### config.mk
export PLATFORM = sky130hd
export DESIGN_NAME = uart_mmio_host_flat
export DESIGN_NICKNAME = d
export VERILOG_FILES = /design/src/rtl/uart_mmio_host_pkg.sv /design/src/rtl/uart_mmio_host_if.sv /design/src/rtl/uart_mmio_host_rxbuf.sv /design/src/rtl/uart_mmio_host.sv /design/src/flat_wrapper.sv
export SDC_FILE = /design/constraint.sdc
export NUM_CORES = 1
export LEC_CHECK = 0
export ABC_AREA = 1
export ABC_CLOCK_PERIOD_IN_PS = 1200
export BUFFER_PORTS_ARGS = -buffer_cell sky130_fd_sc_hd__buf_4
export CORE_ASPECT_RATIO = 0.75
export CORE_UTILIZATION = 40
export CTS_CLUSTER_DIAMETER = 30
export CTS_CLUSTER_SIZE = 28
export DETAILED_ROUTE_END_ITERATION = 6
export GPL_ROUTABILITY_DRIVEN = 0
export PLACE_DENSITY = 0.73
export SYNTH_ARGS = -nofsm -noshare
export SYNTH_HDL_FRONTEND = slang
export SYNTH_SLANG_ARGS = --single-unit
### constraint.sdc
create_clock -name clk -period 1.2 [get_ports clk]
set_input_delay 0.3 -clock clk [delete_from_list [all_inputs] [get_ports clk]]
set_output_delay 0.3 -clock clk [all_outputs]
set_load 0.02 [all_outputs]
### src/rtl/uart_mmio_host_pkg.sv
// Shared definitions for the UART MMIO host: register map, STATUS bit positions,
// host FSM state and arbitration priority types.
package uart_mmio_host_pkg;

  localparam logic [3:0] ADDR_DATA   = 4'h0;
  localparam logic [3:0] ADDR_STATUS = 4'h1;
  localparam logic [3:0] ADDR_CTRL   = 4'h2;
  localparam logic [3:0] ADDR_BAUD   = 4'h3;

  localparam int STATUS_TX_FULL    = 0;
  localparam int STATUS_RX_EMPTY   = 1;
  localparam int STATUS_RX_OVERRUN = 2;

  typedef enum logic [3:0] {
    INIT_BAUD,
    INIT_CTRL,
    POLL,
    POLL_WAIT,
    DECIDE,
    TX_WR,
    RX_RD,
    RX_WAIT,
    GAP
  } hostState_e;

  typedef enum logic {
    PRIO_TX,
    PRIO_RX
  } prio_e;

  // Saturating 8-bit increment used by the overrun counter.
  function automatic logic [7:0] satInc8(input logic [7:0] value);
    return (value == 8'hFF) ? value : value + 8'd1;
  endfunction

endpackage

### src/rtl/uart_mmio_host_if.sv
// MMIO register bus between the host (master) and the UART register slave.
interface uart_mmio_host_if;

  logic [3:0]  addr;
  logic [31:0] wdata;
  logic [31:0] rdata;
  logic        wr_en;
  logic        rd_en;

  modport master (output addr, output wdata, output wr_en, output rd_en, input rdata);
  modport slave  (input addr, input wdata, input wr_en, input rd_en, output rdata);

endinterface

### src/rtl/uart_mmio_host_rxbuf.sv
// Single-entry valid/ready output register for received bytes. A load fills the
// entry; a consumer handshake empties it.
module uart_mmio_host_rxbuf (
  input  logic       clk,
  input  logic       rst_n,
  input  logic       load_i,
  input  logic [7:0] loadData_i,
  input  logic       popReady_i,
  output logic [7:0] data_o,
  output logic       valid_o,
  output logic       full_o
);

  logic [7:0] data_q, data_d;
  logic       valid_q, valid_d;

  always_comb begin
    data_d  = data_q;
    valid_d = valid_q;
    if (valid_q && popReady_i) begin
      valid_d = 1'b0;
    end
    if (load_i) begin
      data_d  = loadData_i;
      valid_d = 1'b1;
    end
  end

  always_ff @(posedge clk or negedge rst_n) begin
    if (!rst_n) begin
      data_q  <= 8'h00;
      valid_q <= 1'b0;
    end else begin
      data_q  <= data_d;
      valid_q <= valid_d;
    end
  end

  assign data_o  = data_q;
  assign valid_o = valid_q;
  assign full_o  = valid_q;

endmodule

### src/rtl/uart_mmio_host.sv
// MMIO bus initiator that initialises the UART and shuttles bytes between two
// byte streams and the DATA register. Optional feature macro: UART_HOST_IRQ_EN.
module uart_mmio_host
  import uart_mmio_host_pkg::*;
#(
  parameter logic [15:0] BAUD_DIV_RESET = 16'd27,
  parameter int          POLL_GAP       = 8
) (
  input  logic       clk,
  input  logic       rst_n,
  input  logic [7:0] s_tx_data_i,
  input  logic       s_tx_valid_i,
  output logic       s_tx_ready_o,
  output logic [7:0] m_rx_data_o,
  output logic       m_rx_valid_o,
  input  logic       m_rx_ready_i,
  output logic       init_done_o,
  output logic [7:0] overrun_cnt_o,
`ifdef UART_HOST_IRQ_EN
  input  logic       rx_ready_irq_i,
  input  logic       tx_empty_irq_i,
`endif
  uart_mmio_host_if.master bus
);

`ifdef UART_HOST_IRQ_EN
  localparam logic [31:0] CTRL_INIT = 32'h3;
`else
  localparam logic [31:0] CTRL_INIT = 32'h1;
`endif
  localparam logic [7:0] GAP_LAST = 8'(POLL_GAP - 1);

  hostState_e  state_q, state_d;
  prio_e       prio_q, prio_d;
  logic [2:0]  status_q, status_d;
  logic [7:0]  overrunCnt_q, overrunCnt_d;
  logic        initDone_q, initDone_d;
  logic [7:0]  gapCnt_q, gapCnt_d;
  logic        txValidPrev_q;

  logic [3:0]  addrC;
  logic [31:0] wdataC;
  logic        wrEnC;
  logic        rdEnC;
  logic        txReadyC;
  logic        rxLoad;
  logic        rxFull;
  logic        txOk;
  logic        rxOk;
  logic        txValidRise;
  logic        gapExit;
  logic        unusedRdataBits;

  assign unusedRdataBits = ^bus.rdata[31:8];
  assign txValidRise     = s_tx_valid_i & ~txValidPrev_q;

`ifdef UART_HOST_IRQ_EN
  assign gapExit = txValidRise | rx_ready_irq_i | tx_empty_irq_i;
`else
  assign gapExit = txValidRise | (gapCnt_q == GAP_LAST);
`endif

  always_ff @(posedge clk or negedge rst_n) begin
    if (!rst_n) begin
      state_q       <= INIT_BAUD;
      prio_q        <= PRIO_TX;
      status_q      <= 3'b000;
      overrunCnt_q  <= 8'h00;
      initDone_q    <= 1'b0;
      gapCnt_q      <= 8'h00;
      txValidPrev_q <= 1'b0;
    end else begin
      state_q       <= state_d;
      prio_q        <= prio_d;
      status_q      <= status_d;
      overrunCnt_q  <= overrunCnt_d;
      initDone_q    <= initDone_d;
      gapCnt_q      <= gapCnt_d;
      txValidPrev_q <= s_tx_valid_i;
    end
  end

  // Decisions only ever use the STATUS word captured by the poll just before them.
  always_comb begin
    state_d      = state_q;
    prio_d       = prio_q;
    status_d     = status_q;
    overrunCnt_d = overrunCnt_q;
    initDone_d   = initDone_q;
    gapCnt_d     = gapCnt_q;
    addrC        = 4'h0;
    wdataC       = 32'h0;
    wrEnC        = 1'b0;
    rdEnC        = 1'b0;
    txReadyC     = 1'b0;
    rxLoad       = 1'b0;
    txOk         = s_tx_valid_i & ~status_q[STATUS_TX_FULL];
    rxOk         = ~status_q[STATUS_RX_EMPTY] & ~rxFull;

    case (state_q)
      INIT_BAUD: begin
        wrEnC   = 1'b1;
        addrC   = ADDR_BAUD;
        wdataC  = {16'b0, BAUD_DIV_RESET};
        state_d = INIT_CTRL;
      end
      INIT_CTRL: begin
        wrEnC      = 1'b1;
        addrC      = ADDR_CTRL;
        wdataC     = CTRL_INIT;
        initDone_d = 1'b1;
        state_d    = POLL;
      end
      POLL: begin
        rdEnC   = 1'b1;
        addrC   = ADDR_STATUS;
        state_d = POLL_WAIT;
      end
      POLL_WAIT: begin
        status_d = bus.rdata[2:0];
        if (bus.rdata[STATUS_RX_OVERRUN]) begin
          overrunCnt_d = satInc8(overrunCnt_q);
        end
        state_d = DECIDE;
      end
      DECIDE: begin
        if (txOk && rxOk) begin
          state_d = (prio_q == PRIO_TX) ? TX_WR : RX_RD;
          prio_d  = (prio_q == PRIO_TX) ? PRIO_RX : PRIO_TX;
        end else if (txOk) begin
          state_d = TX_WR;
        end else if (rxOk) begin
          state_d = RX_RD;
        end else begin
          gapCnt_d = 8'h00;
          state_d  = GAP;
        end
      end
      TX_WR: begin
        wrEnC    = 1'b1;
        addrC    = ADDR_DATA;
        wdataC   = {24'b0, s_tx_data_i};
        txReadyC = 1'b1;
        state_d  = POLL;
      end
      RX_RD: begin
        rdEnC   = 1'b1;
        addrC   = ADDR_DATA;
        state_d = RX_WAIT;
      end
      RX_WAIT: begin
        rxLoad  = 1'b1;
        state_d = POLL;
      end
      GAP: begin
        gapCnt_d = gapCnt_q + 8'd1;
        if (gapExit) begin
          state_d = POLL;
        end
      end
      default: begin
        state_d = INIT_BAUD;
      end
    endcase
  end

  uart_mmio_host_rxbuf u_rxbuf (
    .clk        (clk),
    .rst_n      (rst_n),
    .load_i     (rxLoad),
    .loadData_i (bus.rdata[7:0]),
    .popReady_i (m_rx_ready_i),
    .data_o     (m_rx_data_o),
    .valid_o    (m_rx_valid_o),
    .full_o     (rxFull)
  );

  // Bus outputs are gated by rst_n so an in-flight strobe drops the moment reset asserts.
  assign bus.wr_en     = rst_n & wrEnC;
  assign bus.rd_en     = rst_n & rdEnC;
  assign bus.addr      = rst_n ? addrC : 4'h0;
  assign bus.wdata     = rst_n ? wdataC : 32'h0;
  assign s_tx_ready_o  = rst_n & txReadyC;
  assign init_done_o   = initDone_q;
  assign overrun_cnt_o = overrunCnt_q;

endmodule

### src/flat_wrapper.sv
// flat-port wrapper written by rule: the top's interface ports become plain ports
module uart_mmio_host_flat import uart_mmio_host_pkg::*;
#(
  parameter logic [15:0] BAUD_DIV_RESET = 16'd27,
  parameter int          POLL_GAP       = 8
)
  (clk, rst_n, s_tx_data_i, s_tx_valid_i, s_tx_ready_o, m_rx_data_o, m_rx_valid_o, m_rx_ready_i, init_done_o, overrun_cnt_o, bus_addr, bus_wdata, bus_wr_en, bus_rd_en, bus_rdata);
  uart_mmio_host_if bus_i ();
  input  logic clk;
  input  logic rst_n;
  input  logic [7:0] s_tx_data_i;
  input  logic s_tx_valid_i;
  output logic s_tx_ready_o;
  output logic [7:0] m_rx_data_o;
  output logic m_rx_valid_o;
  input  logic m_rx_ready_i;
  output logic init_done_o;
  output logic [7:0] overrun_cnt_o;
  output wire logic [$bits(bus_i.addr)-1:0] bus_addr;
  output wire logic [$bits(bus_i.wdata)-1:0] bus_wdata;
  output wire logic [$bits(bus_i.wr_en)-1:0] bus_wr_en;
  output wire logic [$bits(bus_i.rd_en)-1:0] bus_rd_en;
  input wire logic [$bits(bus_i.rdata)-1:0] bus_rdata;
  assign bus_addr = bus_i.addr;
  assign bus_wdata = bus_i.wdata;
  assign bus_wr_en = bus_i.wr_en;
  assign bus_rd_en = bus_i.rd_en;
  assign bus_i.rdata = bus_rdata;
  uart_mmio_host #(.BAUD_DIV_RESET(BAUD_DIV_RESET), .POLL_GAP(POLL_GAP)) u_core (.clk(clk), .rst_n(rst_n), .s_tx_data_i(s_tx_data_i), .s_tx_valid_i(s_tx_valid_i), .s_tx_ready_o(s_tx_ready_o), .m_rx_data_o(m_rx_data_o), .m_rx_valid_o(m_rx_valid_o), .m_rx_ready_i(m_rx_ready_i), .init_done_o(init_done_o), .overrun_cnt_o(overrun_cnt_o), .bus(bus_i));
endmodule
# Word level (Yosys, flattened, before mapping)
# Cells that the tools add are included.
# word_totals
ff_bits	34
inputBits	44
output_inout_bits	57
word_cells	69
# op_classes
n_addsub	2
n_eq_ne	14
n_mux	21
n_bitwise	12
n_reduce_logical	11
# op_table
cell	count
2-to-1 mux 8 bit	4
one-hot mux 4 bit (7 select lines)	1
one-hot mux 8 bit (3 select lines)	1
adder 8 x 1 -> 8 bit, second input constant	2
equality test 4 x 3 -> 1 bit, second input constant	4
2-to-1 mux 4 bit	4
one-hot mux 8 bit (2 select lines)	1
equality test 4 x 2 -> 1 bit, second input constant	2
equality test 8 x 3 -> 1 bit, second input constant	1
equality test 8 bit, second input constant	1
2-to-1 mux 1 bit	7
bitwise AND 1 bit	6
inequality test 2 bit, second input constant	3
one-hot mux 2 bit (3 select lines)	1
OR reduction 3 bit	2
NOT 1 bit	5
equality test 4 x 1 -> 1 bit, second input constant	1
equality test 4 bit, second input constant	1
zero test 4 bit	1
2-to-1 mux 2 bit	2
AND reduction 4 bit	1
nonzero test 2 bit	2
AND reduction 3 bit	1
logical AND 1 bit	2
other kinds (4)	4

# Logic depth before layout (Yosys ltp)
# Gate-level depths: netlist of run 1.
# logic_depth
word_depth	6
depth_mapped	8
mapped_depth_nobuf	8

# Modules after synthesis
# Synthesis of run 1 repeated with hierarchy kept, for this count alone.
# hier_totals
hier_cells	285
area_unflattened_um2	2114.5
# modules_own_cells
module	n_inst	cells_per_inst	area_each_um2	seq_area_each_um2
uart_mmio_host	1	246	1765.4	625.6
uart_mmio_host_rxbuf	1	39	349.1	225.2

# Worst setup path before layout of run 1
# OpenSTA, ideal clock, no wires.
# synth_path
path_kind	flip-flop to output port
from	reg u_core.state_q[3]
to	out bus_wdata[0]
t_arrival_ns	1.180
t_required_ns	0.900
slack_ns	-0.280
stages_incl_launch_ff	6
path_buffers	0
cell_sequence	dfrtp_1 > inv_2 > nand2_4 > nor2_1 > nand2_2 > a21oi_1
# synth_between
elab_chain_len	3
elab_cells_between_ends	5
cone_classes	eq/ne (2); mux (2); reduce/logical (1)
# synth_lines
item	line	text
from (decl)	uart_mmio_host.sv:33	hostState_e state_q, state_d;
from (signal assigned)	uart_mmio_host.sv:73	state_q <= state_d;
equality test 4 x 3 -> 1 bit, or another cell as far along	uart_mmio_host.sv:100	case (state_q)
one-hot mux 8 bit (3 select lines) *	uart_mmio_host.sv:100	
2-to-1 mux 8 bit *	uart_mmio_host.sv:182	assign bus.wdata = rst_n ? wdataC : 32'h0;
to (decl)	flat_wrapper.sv:20	output wire logic [$bits(bus_i.wdata)-1:0] bus_wdata;
# Mark *: on every way between the ends. The rest lies on a longest branch, timed or not.

# Worst setup path in the final report of run 1
# layout_path
from	reg u_core.state_q[1]
to	out bus_wdata[4]
# Same word-level chain as after synthesis.

==> run summary, run 1 <==
The endpoint arrival time on the critical path is 1.40 ns. The final count of hold timing violations is 0. The cell count after synthesis came out at ~290. The final critical path takes up 141.8% of the cycle.

nand2_1 is the most common cell in the netlist. In this design, the critical path's most frequently occurring cell is nand2_4. The floorplan die width is between 80 and 90 um. The fraction of power spent switching nets is a little over two fifths. On the final layout, the worst hold slack is 0.09252 ns. In this run the vertical extent of the chip is ~65 um. By count the netlist is led by nand2_1, inv_1, dfrtp_1, buf_4, nand3_1. Counting distinct cell types in the post-synthesis netlist gives 26. The number of ports placed on the die boundary is approximately 100. The post-route total power is 7.043 mW.

The area of all placed cells without fillers came out at around 3400 um^2. The number of optimization iterations in the first detailed-route pass came out at 4. The number of antenna violations at the first check in global routing is 0.

Across the run, the number of max-cap violations was 0. The maximum resistive drop on vdd came out at around 0.77 mV. Each instance of the synthesized netlist takes up on average ~7.4 um^2. The power share of the combinational group came out at roughly 61%. The required time of the critical path came out at 0.90 ns. The flow ran to the end, but the final reports show violations. Among all stages on the critical path, the largest delay is contributed by dfrtp_1.

The number of nets still failing antenna checks after routing came out at 0. On the worst path, the slowest cell contributes a delay of 0.40 ns. The fraction of synthesized cell area taken by the top area cell type came out at between 40% and 50%. The worst setup path is captured at a primary output.

TritonCTS built the clock tree. The minimum setup slack in the final design came out at -0.5013 ns. Of the total power, registers draw a little over a quarter. Synthesis inferred 34 register bits. For the worst-skew pair, the clock arrives at the later sink with an insertion delay of slightly below 0.3 ns. The site row count is 22. The per-cell routed wire length is 12.39 um. The post-route minimum period came out at 1.701 ns. The fraction of final layout cells sized beyond drive strength 1 is 47.51%. The async set-reset flop share out of synthesis is between 90% and 100%. The net count of the finished layout is between 400 and 500. The net switching component of the power came out at a little over 3 mW. Wires add up to 5.874 mm. The starting utilization of the core area came out at around 42%. The maximum count of clock buffers along a single path came out at 2. The maximum net fanout on the critical path is 7. The placement-stage cell area came out at about 2800 um^2. The DRC violation count after routing is 0.

The cell-internal power came out at 3.965 mW. The DRC marker count from the first detailed-route iteration came out at 89. The via count of the routed design is approximately 2200. 0 antenna diodes ended up in the layout. The clock transition at the register clock pins on the worst setup and hold paths after CTS came out at 0.08 ns. The number of fillers in the final layout is 373. The worst setup path is launched from a register.

The wire length of the first global-routing pass came out at 9.611 mm. The cell taking the most area after synthesis is dfrtp_1. Counting flops with a built-in enable in the synthesized netlist gives 0. The category of the most critical setup path is register to primary output. The leakage power came out at roughly 1.9 nW. Among all flip-flop cells after synthesis, the most frequent one is dfrtp_1. The final reports fail on negative setup slack. The clock sink count came out at 34. The combined global-route utilization of all metal layers came out at a little over a fifth. Sequential cells were found to cover roughly 40% of the synthesized design area. The worst min-delay path category is input pin to async pin. CTS placed an instance of clkbuf_8 at the clock tree root. The quantity of I/O buffers inserted on ports came out at 50.

The global route total overflow came out at 0. The standard cell core area is around 5000 um^2. The power density of the placed cells came out at a little over 2000 nW/um^2. The number of global-route vias before repair came out at 2192.

Based on the critical path, the design can be clocked at up to between 500 and 600 MHz. By area the synthesized netlist is led by dfrtp_1, nand2_1, buf_4. TritonCTS created 5 clock buffers. Entering global routing, the biggest net connects 25 pins. The Yosys warning count is 0. The area enclosed by the die boundary is 5591 um^2. The setup-violating endpoint count in the final report came out at 45. Setup repair after global routing could not meet its margin everywhere. Walking the worst path, the cells encountered are inv_2 -> nand2_4 -> nor2_4 -> nand2_4 -> inv_8 -> nand2_4 -> nand2_4 -> buf_6.

The combined area of all synthesized cells is about 2100 um^2. The final number of max-transition violations is 0. On the final layout, the worst clock skew is about 0.0066 ns. Once detailed placement completed, the half-perimeter wirelength came to around 3.7 mm.

The relative contribution of the clock network to total power is 12.1%. The number of vias per cell is ~4.6. The growth of design area from synthesis to finish is 61.64%. The clock tree synthesis step divided the H-tree into 2 levels.
-- flip-flops by register name (all words and copies together), names as in the netlist --
name,count
u_core.status_q,2
u_core.u_rxbuf.data_o,8
u_core.state_q,4
u_core.u_rxbuf.full_o,1
u_core.overrun_cnt_o,8
u_core.init_done_o,1
u_core.txValidPrev_q,1
u_core.prio_q,1
u_core.gapCnt_q,8
-- per-layer routing --
metal	vias up	track usage, %	wire length (um)
li1	1056	-	-
met1	996	27.80	2546
met2	89	35.91	2744
met3	19	5.478	409
met4	0	8.333	173
met5	-	0	0
-- cell usage in the layout (no fill, tap or decap), types with 7 or more instances in the layout --
cell,Yosys,final
inv_1,35,32
nor2_4,5,7
nand2_1,95,71
dfrtp_2,0,7
nand3_1,22,16
nand2_2,3,14
o21ai_1,7,7
nor2_1,21,15
nand2_4,3,15
dfrtp_1,34,27
buf_4,26,67
nor2_2,2,7
buf_6,1,38
conb_1,1,26
-- cell type report --
cell class              count  area, um^2  share of cell area, %
clock buffers               6       72.57                  2.121
well taps                  72       90.09                  2.633
repair buffers            106       940.9                  27.50
multi-input cells         211        1251                  36.56
flip-flops and latches     34       859.6                  25.12
inverters                  43       193.9                  5.667
clock inverters             2       13.76                 0.4022
-- timing repair --
item	CTS	global route
gates resized for setup	48	41
gates cloned	1	1
pin swaps	8	15
setup endpoints to repair	45	51
hold buffers	1	0
buffers inserted	19	9
hold endpoints to repair	7	0
-- power by group through the flow --
stage / clock network [mW] / registers, mW / logic, mW
floorplan: 0 / 2.15 / 1.68
global placement: 0 / 1.91 / 3.13
detailed placement: 0 / 1.92 / 3.21
CTS: 0.855 / 1.90 / 3.85
global route: 0.913 / 1.97 / 4.62
finish: 0.854 / 1.92 / 4.27
-- path summary, 6_finish.rpt --
path / cells after the start / slack [ns] / from / endpoint
worst max-delay path: 8 / -0.50 / u_core.state_q[1] / bus_wdata[4]
worst min-delay path: 2 / 0.09 / rst_n / u_core.status_q[1]
worst max register to register: 9 / -0.27 / u_core.state_q[1] / u_core.prio_q
worst min register to register: 2 / 0.47 / u_core.u_rxbuf.data_o[4] / u_core.u_rxbuf.data_o[4]
max in group asynchronous: 3 / 0.47 / rst_n / u_core.state_q[2]
min in group clk: 1 / 0.13 / s_tx_valid_i / u_core.txValidPrev_q
-- worst max-delay path, delay by kind of cell (launching register included) --
family,cells,cell delay [ns]
AND/OR/NAND/NOR,5,0.41
buffers and inverters,3,0.31
flip-flops,1,0.40
-- logic make-up after synthesis --
group	after synthesis	share of synthesized area, %
and+or+nand+nor	159	34.46
adders and majority gates	2	1.182
buffers and inverters	70	17.61
AOI/OAI and AO/OA	18	4.728
DFF	34	40.19
xor gates and xnor gates	4	1.655
other	1	0.1771
-- stage by stage --
step | TNS (ns) | utilization (%) | setup slack, ns | std cells
final | -11.10 | 68.68 | -0.5013 | 474
after global routing | -14.25 | 68.68 | -0.5744 | 474
after CTS | -9.343 | 64.89 | -0.4919 | 467
after detailed placement | -3.327 | 56.76 | -0.2220 | 439
after global placement | -2.887 | 56.76 | -0.2096 | 439
after floorplan | -1.825 | - | -0.1759 | 313
No activity file was read; power rests on OpenSTA's default activity.
==> run 2, diff against run 1 <==
--- a/config.mk
+++ b/config.mk
@@ -5,7 +5,6 @@
 export SDC_FILE = /design/constraint.sdc
 export NUM_CORES = 1
 export LEC_CHECK = 0
-export ABC_AREA = 1
 export ABC_CLOCK_PERIOD_IN_PS = 1200
 export BUFFER_PORTS_ARGS = -buffer_cell sky130_fd_sc_hd__buf_4
 export CORE_ASPECT_RATIO = 0.75
@@ -14,7 +13,7 @@
 export CTS_CLUSTER_SIZE = 28
 export DETAILED_ROUTE_END_ITERATION = 6
 export GPL_ROUTABILITY_DRIVEN = 0
-export PLACE_DENSITY = 0.73
+export PLACE_DENSITY = 0.75
 export SYNTH_ARGS = -nofsm -noshare
 export SYNTH_HDL_FRONTEND = slang
 export SYNTH_SLANG_ARGS = --single-unit
==> run summary, run 2 <==
The fraction of the cycle the final worst path needs is 154.4% (+13 points). The pin count of the biggest net entering global routing came out at 27 (+8.0%). The leakage power is 1.572 nW (-16%).

After synthesis, the cell types taking the most area are dfrtp_1, buf_4, mux2_2. The number of maximum-capacitance constraint violations is 0 (unchanged). The register area share after synthesis came out at 44.56% (+4.4 points).

Setup repair after global routing could not meet its margin everywhere. The fraction of the core area covered by cells at the end of the flow came out at 74.25% (+5.6 points). The sort of element at the end of the critical path is a primary output. The async set-reset flop share out of synthesis came out at 100.0% (unchanged). The number of nets still failing antenna checks after routing was 0 (unchanged). The dominant cell by count in the synthesized netlist is dfrtp_1. The quantity of I/O buffers inserted on ports came out at 50 (unchanged).

The worst setup path is of the register to primary output kind. The number of vias per cell is 5.011 (+10%). The total clock buffers created by CTS came out at 5 (unchanged).

The flow ran to the end, but the final reports show violations. For this run, the leading register cell type out of synthesis is dfrtp_1. The final wirelength came out at 6.129 mm (+4.3%). The number of global-route vias before repair was 1755 (-20%). The area enclosed by the die boundary came to 5057 um^2 (-9.6%). The final count of hold timing violations was 0 (unchanged). The global route total overflow came to 0 (unchanged). The setup-violating endpoint count in the final report is 52 (+16%). The setup clock skew after layout was 0.01246 ns (+0.005831 ns). The via count of the routed design is 1844 (-15%). The number of unique standard cell types used by synthesis is 39 (+50%).

The required time of the critical path is 0.90 ns (about the same). The commonest cells after synthesis are dfrtp_1, buf_4, nand2_1, mux2_2. The site row count came out at 21 (-4.5%). The per-cell routed wire length came out at 16.65 um (+34%).

The combined area of all synthesized cells is 1909 um^2 (-9.8%). The Yosys warning count was 0 (unchanged). The placement-stage cell area came out at 2609 um^2 (-7.7%). The power density of the placed cells is 2252 nW/um^2 (+9.4%). The mean instance size in the synthesized netlist came out at 10.10 um^2 (+37%). The standard cell core area is 4519 um^2 (-9.3%). The DRC violation count after routing is 0 (unchanged). The root cell of the clock tree is clkbuf_8. The worst slack at placement is -0.3950 ns (-0.1730 ns). The minimum setup slack in the final design is -0.6524 ns (-0.1511 ns). TritonCTS built the clock tree.

The fraction of synthesized cell area taken by the top area cell type came out at 44.56% (+4.4 points). The maximum count of clock buffers along a single path is 2 (unchanged). Broken down by cell family, the worst path's largest delay share belongs to simple AND/OR/NAND/NOR gates.

The cell with the largest stage delay on the worst path is dfrtp_1. The clock sink count is 34 (unchanged). The depth of the CTS H-tree came out at 2 (unchanged).

The largest stage delay on the critical path came to 0.42 ns (+0.02 ns). Leaving out fill and tap cells, the most frequent cells in the layout are buf_4, buf_6, conb_1, dfrtp_1. The height of the chip came out at 61.84 um (-4.9%). The endpoint arrival time on the critical path was 1.55 ns (+0.15 ns). The placed wire-length estimate after detailed placement came to 3.227 mm (-12%). The DRC marker count from the first detailed-route iteration came out at 127 (+43%).

The count of flip-flops with a built-in enable after synthesis is 0 (unchanged). The worst relative slew slack is between 60% and 70%. The maximum resistive drop on vdd is 1.557 mV (+100%). For the pin with the worst max-slew slack, the measured transition is 0.5680 ns. The starting utilization of the core area is 42.25% (-0.24 points). The antenna diode instance count came out at 0 (unchanged). The final reports fail on negative setup slack. STA classifies the critical path startpoint as a register. The path class of the tightest hold or removal check is input pin to async pin.

The combined global-route utilization of all metal layers is 22.73% (+0.87 points). Leaving out fill and tap cells, the most frequent cell in the layout is buf_4. The floorplan die width is 81.78 um (-4.9%). The area of all placed cells without fillers was 3356 um^2 (-1.9%). The final number of max-transition violations came out at 0 (unchanged). The total number of nets in the final design is 356 (-20%). The number of ports placed on the die boundary is 101 (unchanged). The wire length of the first global-routing pass is 8.321 mm (-13%). The number of buffer and inverter stages on the critical path came out at 1 (-2).

The number of optimization iterations in the first detailed-route pass is 4 (unchanged). The post-route minimum period was 1.852 ns (+0.1511 ns). The insertion delay to the later sink of the worst-skew pair was 0.29 ns (about the same).

The fraction of final layout cells sized beyond drive strength 1 is 63.34% (+16 points). The clock transition at the register clock pins on the worst setup and hold paths after CTS is 0.08 ns (about the same). The synthesis-stage register bit count came to 34 (unchanged). Of all cell types, the one taking the most synthesized area is dfrtp_1. The number of standard cells after synthesis came to 189 (-34%).

The number of antenna violations at the first check in global routing came out at 0 (unchanged). The maximum net fanout on the critical path came out at 6 (-1). The maximum clock frequency was 539.8 MHz (-8.2%).

The signal on the critical path passes through or3b_4 -> nor2_4 -> and2_4 -> buf_6. The growth of design area from synthesis to finish came out at 75.75%.
run 2: cell count changes after synthesis, sizes merged, moves of 3 or more:
cell   change
nand2     -87
inv       -37
nor2      -16
mux2      +13
o21ai     -12
nand3     -11
and2       +5
nor3       +5
a21oi      +4
nor2b      +4
or2        +4
xnor2      +4
buf        +3
nor4b      +3
run 2: worst paths after layout:
| check | from | endpoint | slack [ns] | depth (start not counted) |
|---|---|---|---|---|
| max | u_core.state_q[3] | bus_wdata[6] | -0.65 | 4 |
| min | rst_n | u_core.state_q[2] | 0.14 | 3 |
| max reg2reg | u_core.state_q[1] | u_core.gapCnt_q[7] | -0.54 | 5 |
| min reg2reg | u_core.prio_q | u_core.prio_q | 0.51 | 1 |
| max in group asynchronous | rst_n | u_core.gapCnt_q[2] | 0.31 | 3 |
| min in group clk | m_rx_ready_i | u_core.u_rxbuf.full_o | 0.19 | 2 |
run 2: tightest hold or removal path, stage by stage:
cell,delay (ns)
buf_4,0.09
buf_4,0.12
buf_4,0.32
run 2: repair_timing:
action | in CTS | in global routing
cloned | 1 | 0
hold buffers | 1 | 0
hold endpoints to repair | 8 | 0
resized for setup | 61 | 36
pin swaps | 16 | 18
setup endpoints to repair | 52 | 53
buffers inserted | 23 | 12
run 2: through the flow:
| step | power (mW) | hold WS [ns] | std cells | TNS, ns |
|---|---|---|---|---|
| CTS | 6.969 | 0.1315 | 362 | -19.17 |
| detailed placement | 5.001 | 0.2382 | 329 | -12.01 |
| global placement | 4.899 | 0.2305 | 329 | -11.60 |
| global route | 7.905 | 0.1720 | 368 | -24.47 |
| floorplan | 3.771 | 0.004409 | 214 | -9.635 |
| finish | 7.559 | 0.1367 | 368 | -22.20 |
run 2: metal layers:
metal / share of wire [%] / global-route usage, % / vias up
met5: 0 / 0 / -
met2: 52 / 39.79 / 84
li1: - / - / 850
met4: 3.7 / 8.521 / 0
met3: 5.9 / 6.423 / 23
met1: 39 / 27.02 / 887
run 2: area by class of cell:
class                           instances  area (um^2)
Multi-Input combinational cell        143         1195
Timing Repair Buffer                  121         1096
Sequential cell                        34        860.8
Inverter                                5        18.77
Tap cell                               57        71.32
Clock buffer                            5        68.82
Fill cell                             290         1164
Clock inverter                          3        45.04
run 2: kinds of logic (layout without fill, tap and decap cells):
logic type / Yosys count / after routing / share of synthesized area, %
adder cells (fa/ha/maj): 2 / 2 / 1.310
AND/OR/NAND/NOR: 74 / 74 / 22.22
other: 1 / 26 / 0.1964
buffers and inverters: 37 / 134 / 13.43
flip-flops: 34 / 34 / 44.56
XOR/XNOR: 9 / 9 / 4.128
AO/OA/AOI/OAI: 19 / 19 / 6.488
multiplexers: 13 / 13 / 7.667
run 2: power by group:
part	switching (mW)	total (mW)	internal [mW]
clock	0.455	1.07	0.618
combinational	2.16	4.57	2.41
sequential	0.325	1.92	1.59
total	2.94	7.56	4.62
==> run 3, diff against run 2 <==
--- a/config.mk
+++ b/config.mk
@@ -5,7 +5,7 @@
 export SDC_FILE = /design/constraint.sdc
 export NUM_CORES = 1
 export LEC_CHECK = 0
-export ABC_CLOCK_PERIOD_IN_PS = 1200
+export ABC_CLOCK_PERIOD_IN_PS = 2000
 export BUFFER_PORTS_ARGS = -buffer_cell sky130_fd_sc_hd__buf_4
 export CORE_ASPECT_RATIO = 0.75
 export CORE_UTILIZATION = 40
@@ -13,7 +13,7 @@
 export CTS_CLUSTER_SIZE = 28
 export DETAILED_ROUTE_END_ITERATION = 6
 export GPL_ROUTABILITY_DRIVEN = 0
-export PLACE_DENSITY = 0.75
+export PLACE_DENSITY = 0.72
 export SYNTH_ARGS = -nofsm -noshare
 export SYNTH_HDL_FRONTEND = slang
 export SYNTH_SLANG_ARGS = --single-unit
==> constraint.sdc (replaced) <==
create_clock -name clk -period 2 [get_ports clk]
set_input_delay 0.5 -clock clk [delete_from_list [all_inputs] [get_ports clk]]
set_output_delay 0.5 -clock clk [all_outputs]
set_load 0.02 [all_outputs]
==> run summary, run 3 (synthesized netlist as in run 2, its figures left out) <==
The depth of the CTS H-tree is 2 (unchanged). The setup clock skew after layout came out at 0.003898 ns (-0.008559 ns). The quantity of I/O buffers inserted on ports is 50 (unchanged). The wire length of the first global-routing pass came to 5.692 mm (-32%). The worst setup path is captured at a primary output. The count of cells along the worst register-to-register path is 5 (unchanged). The global route total overflow is 0 (unchanged). The starting utilization of the core area is 42.25% (unchanged). The number of global-route vias before repair came to 1329 (-24%). The growth of design area from synthesis to finish came out at 27.79%. The number of fillers in the final layout was 413 (+42%). The placed wire-length estimate after detailed placement came out at 2.740 mm (-15%).

The final wirelength came out at 3.675 mm (-40%). In the layout the commonest cells are buf_4, dfrtp_1, conb_1. The final number of max-transition violations is 0 (unchanged).

The number of ports placed on the die boundary was 101 (unchanged). The setup-violating endpoint count in the final report was 2 (-96%). The maximum clock frequency is 499.9 MHz.

The minimum setup slack in the final design was -0.0005813 ns (+0.6518 ns). The combined global-route utilization of all metal layers came out at 15.61% (-7.1 points). The DRC marker count from the first detailed-route iteration came out at 37 (-71%). Walking the worst path, the cells encountered are or3b_4 -> buf_4 -> a21oi_1 -> buf_4. The number of optimization iterations in the first detailed-route pass came out at 4 (unchanged). The maximum net fanout on the critical path came out at 4 (-2). The number of nets still failing antenna checks after routing is 0 (unchanged). The endpoint arrival time on the critical path is 1.50 ns (-0.05 ns).

The worst hold slack came out at 0.1250 ns (-0.01165 ns). The fraction of the cycle the final worst path needs is 100.0%. The antenna diode instance count is 0 (unchanged). The area of all placed cells without fillers was 2440 um^2 (-27%). The insertion delay to the later sink of the worst-skew pair is 0.29 ns (about the same). The power density of the placed cells came to 1290 nW/um^2 (-43%).

The required time of the critical path is 1.50 ns (+0.60 ns). The maximum resistive drop on vdd came out at 0.8336 mV (-46%). The DRC violation count after routing came to 0 (unchanged).

The per-cell routed wire length was 11.93 um (-28%). The critical path launch point type is a register. The path class of the tightest hold or removal check is input pin to async pin.

The run finished, with violations left. The total clock buffers created by CTS came out at 5 (unchanged). The height of the chip is 61.84 um (unchanged).

The sum of negative setup slack came out at -0.0009669 ns (+22.20 ns). Setup repair after global routing could not meet its margin everywhere. The post-route non-filler standard cell count is 308 (-16%). The site row count is 21 (unchanged). The standard cell core area came out at 4519 um^2 (unchanged).

The root cell of the clock tree is clkbuf_8. The number of vias per cell is 4.864 (-2.9%). The pin count of the biggest net entering global routing came to 27 (unchanged). The fraction of final layout cells sized beyond drive strength 1 was 39.44% (-24 points). The via count of the routed design is 1498 (-19%). The number of antenna violations at the first check in global routing was 0 (unchanged).

In this design, the critical path's most frequently occurring cell is buf_4. The clock transition at the register clock pins on the worst setup and hold paths after CTS is 0.07 ns (about the same). The post-route minimum period is about 2.0 ns. The placement-stage cell area came out at 2292 um^2 (-12%). The leakage power came out at 1.164 nW (-26%). The largest stage delay on the critical path is 0.41 ns (about the same). The maximum count of clock buffers along a single path came to 2 (unchanged). TritonCTS built the clock tree. The number of cells after detailed placement is 298 (-9.4%). The library cell used most frequently in the layout, excluding fill and tap cells, is buf_4. The final reports fail on negative setup slack. The total number of nets in the final design is 296 (-17%). The cell with the largest stage delay on the worst path is or3b_4. The area enclosed by the die boundary came out at 5057 um^2 (unchanged). The worst setup path is of the register to primary output kind.

The final count of hold timing violations came out at 0 (unchanged). The clock sink count came out at 34 (unchanged). The number of maximum-capacitance constraint violations came out at 0 (unchanged).

The floorplan die width is 81.78 um (unchanged).
[run 3: path summary, 6_finish.rpt]
check	from	end	slack [ns]
setup / recovery	u_core.state_q[3]	bus_wdata[1]	-0.0006
hold / removal	rst_n	u_core.state_q[2]	0.13
setup reg to reg	u_core.state_q[2]	u_core.gapCnt_q[7]	0.21
hold reg to reg	u_core.init_done_o	u_core.init_done_o	0.47
max in group asynchronous	rst_n	u_core.u_rxbuf.data_o[7]	1.34
min in group clk	s_tx_valid_i	u_core.txValidPrev_q	0.35
[run 3: per-layer routing]
layer	share of wire (%)	vias up	wire length [um]	GRT usage, %
li1	-	730	-	-
met1	45	699	1651	20.06
met2	45	64	1654	23.61
met3	8.0	5	295	5.693
met4	2.0	0	74	7.519
met5	0	-	0	0
[run 3: timing repair]
item,CTS,global route
cloned,0,0
endpoints found under the setup margin,10,10
pin swaps,2,1
endpoints found under the hold margin,0,0
hold buffers,0,0
resized for setup,8,3
setup buffers,2,0
[run 3: power by group]
group / internal [mW] / switching [mW]
clock: 0.277 / 0.234
combinational: 0.684 / 0.782
sequential: 0.952 / 0.219
[run 3: layout make-up]
| type | count | area (um^2) | share of cell area [%] |
|---|---|---|---|
| flip-flops and latches | 34 | 852.1 | 34.92 |
| well taps | 57 | 71.32 | 2.923 |
| clock inverters | 1 | 5.005 | 0.2051 |
| repair buffers | 61 | 476.7 | 19.54 |
| clock buffers | 7 | 86.33 | 3.538 |
| multi-input cells | 143 | 929.6 | 38.10 |
| inverters | 5 | 18.77 | 0.7692 |
[run 3: critical path: cells and delay by family, from the launching register on]
kind | cells | cell delay (ns)
compound gates | 1 | 0.11
buf+inv | 2 | 0.32
simple gates | 1 | 0.41
flops | 1 | 0.38
[run 3: metrics by stage]
step	util (%)	power [mW]	worst slack [ns]
2_1_floorplan	-	2.132	0.01916
3_3_place_gp	50.72	2.564	-0.03278
3_5_place_dp	50.72	2.604	-0.04760
4_1_cts	53.68	3.167	-0.01852
5_1_grt	53.99	3.380	-0.06654
6_report	53.99	3.148	-0.0005813
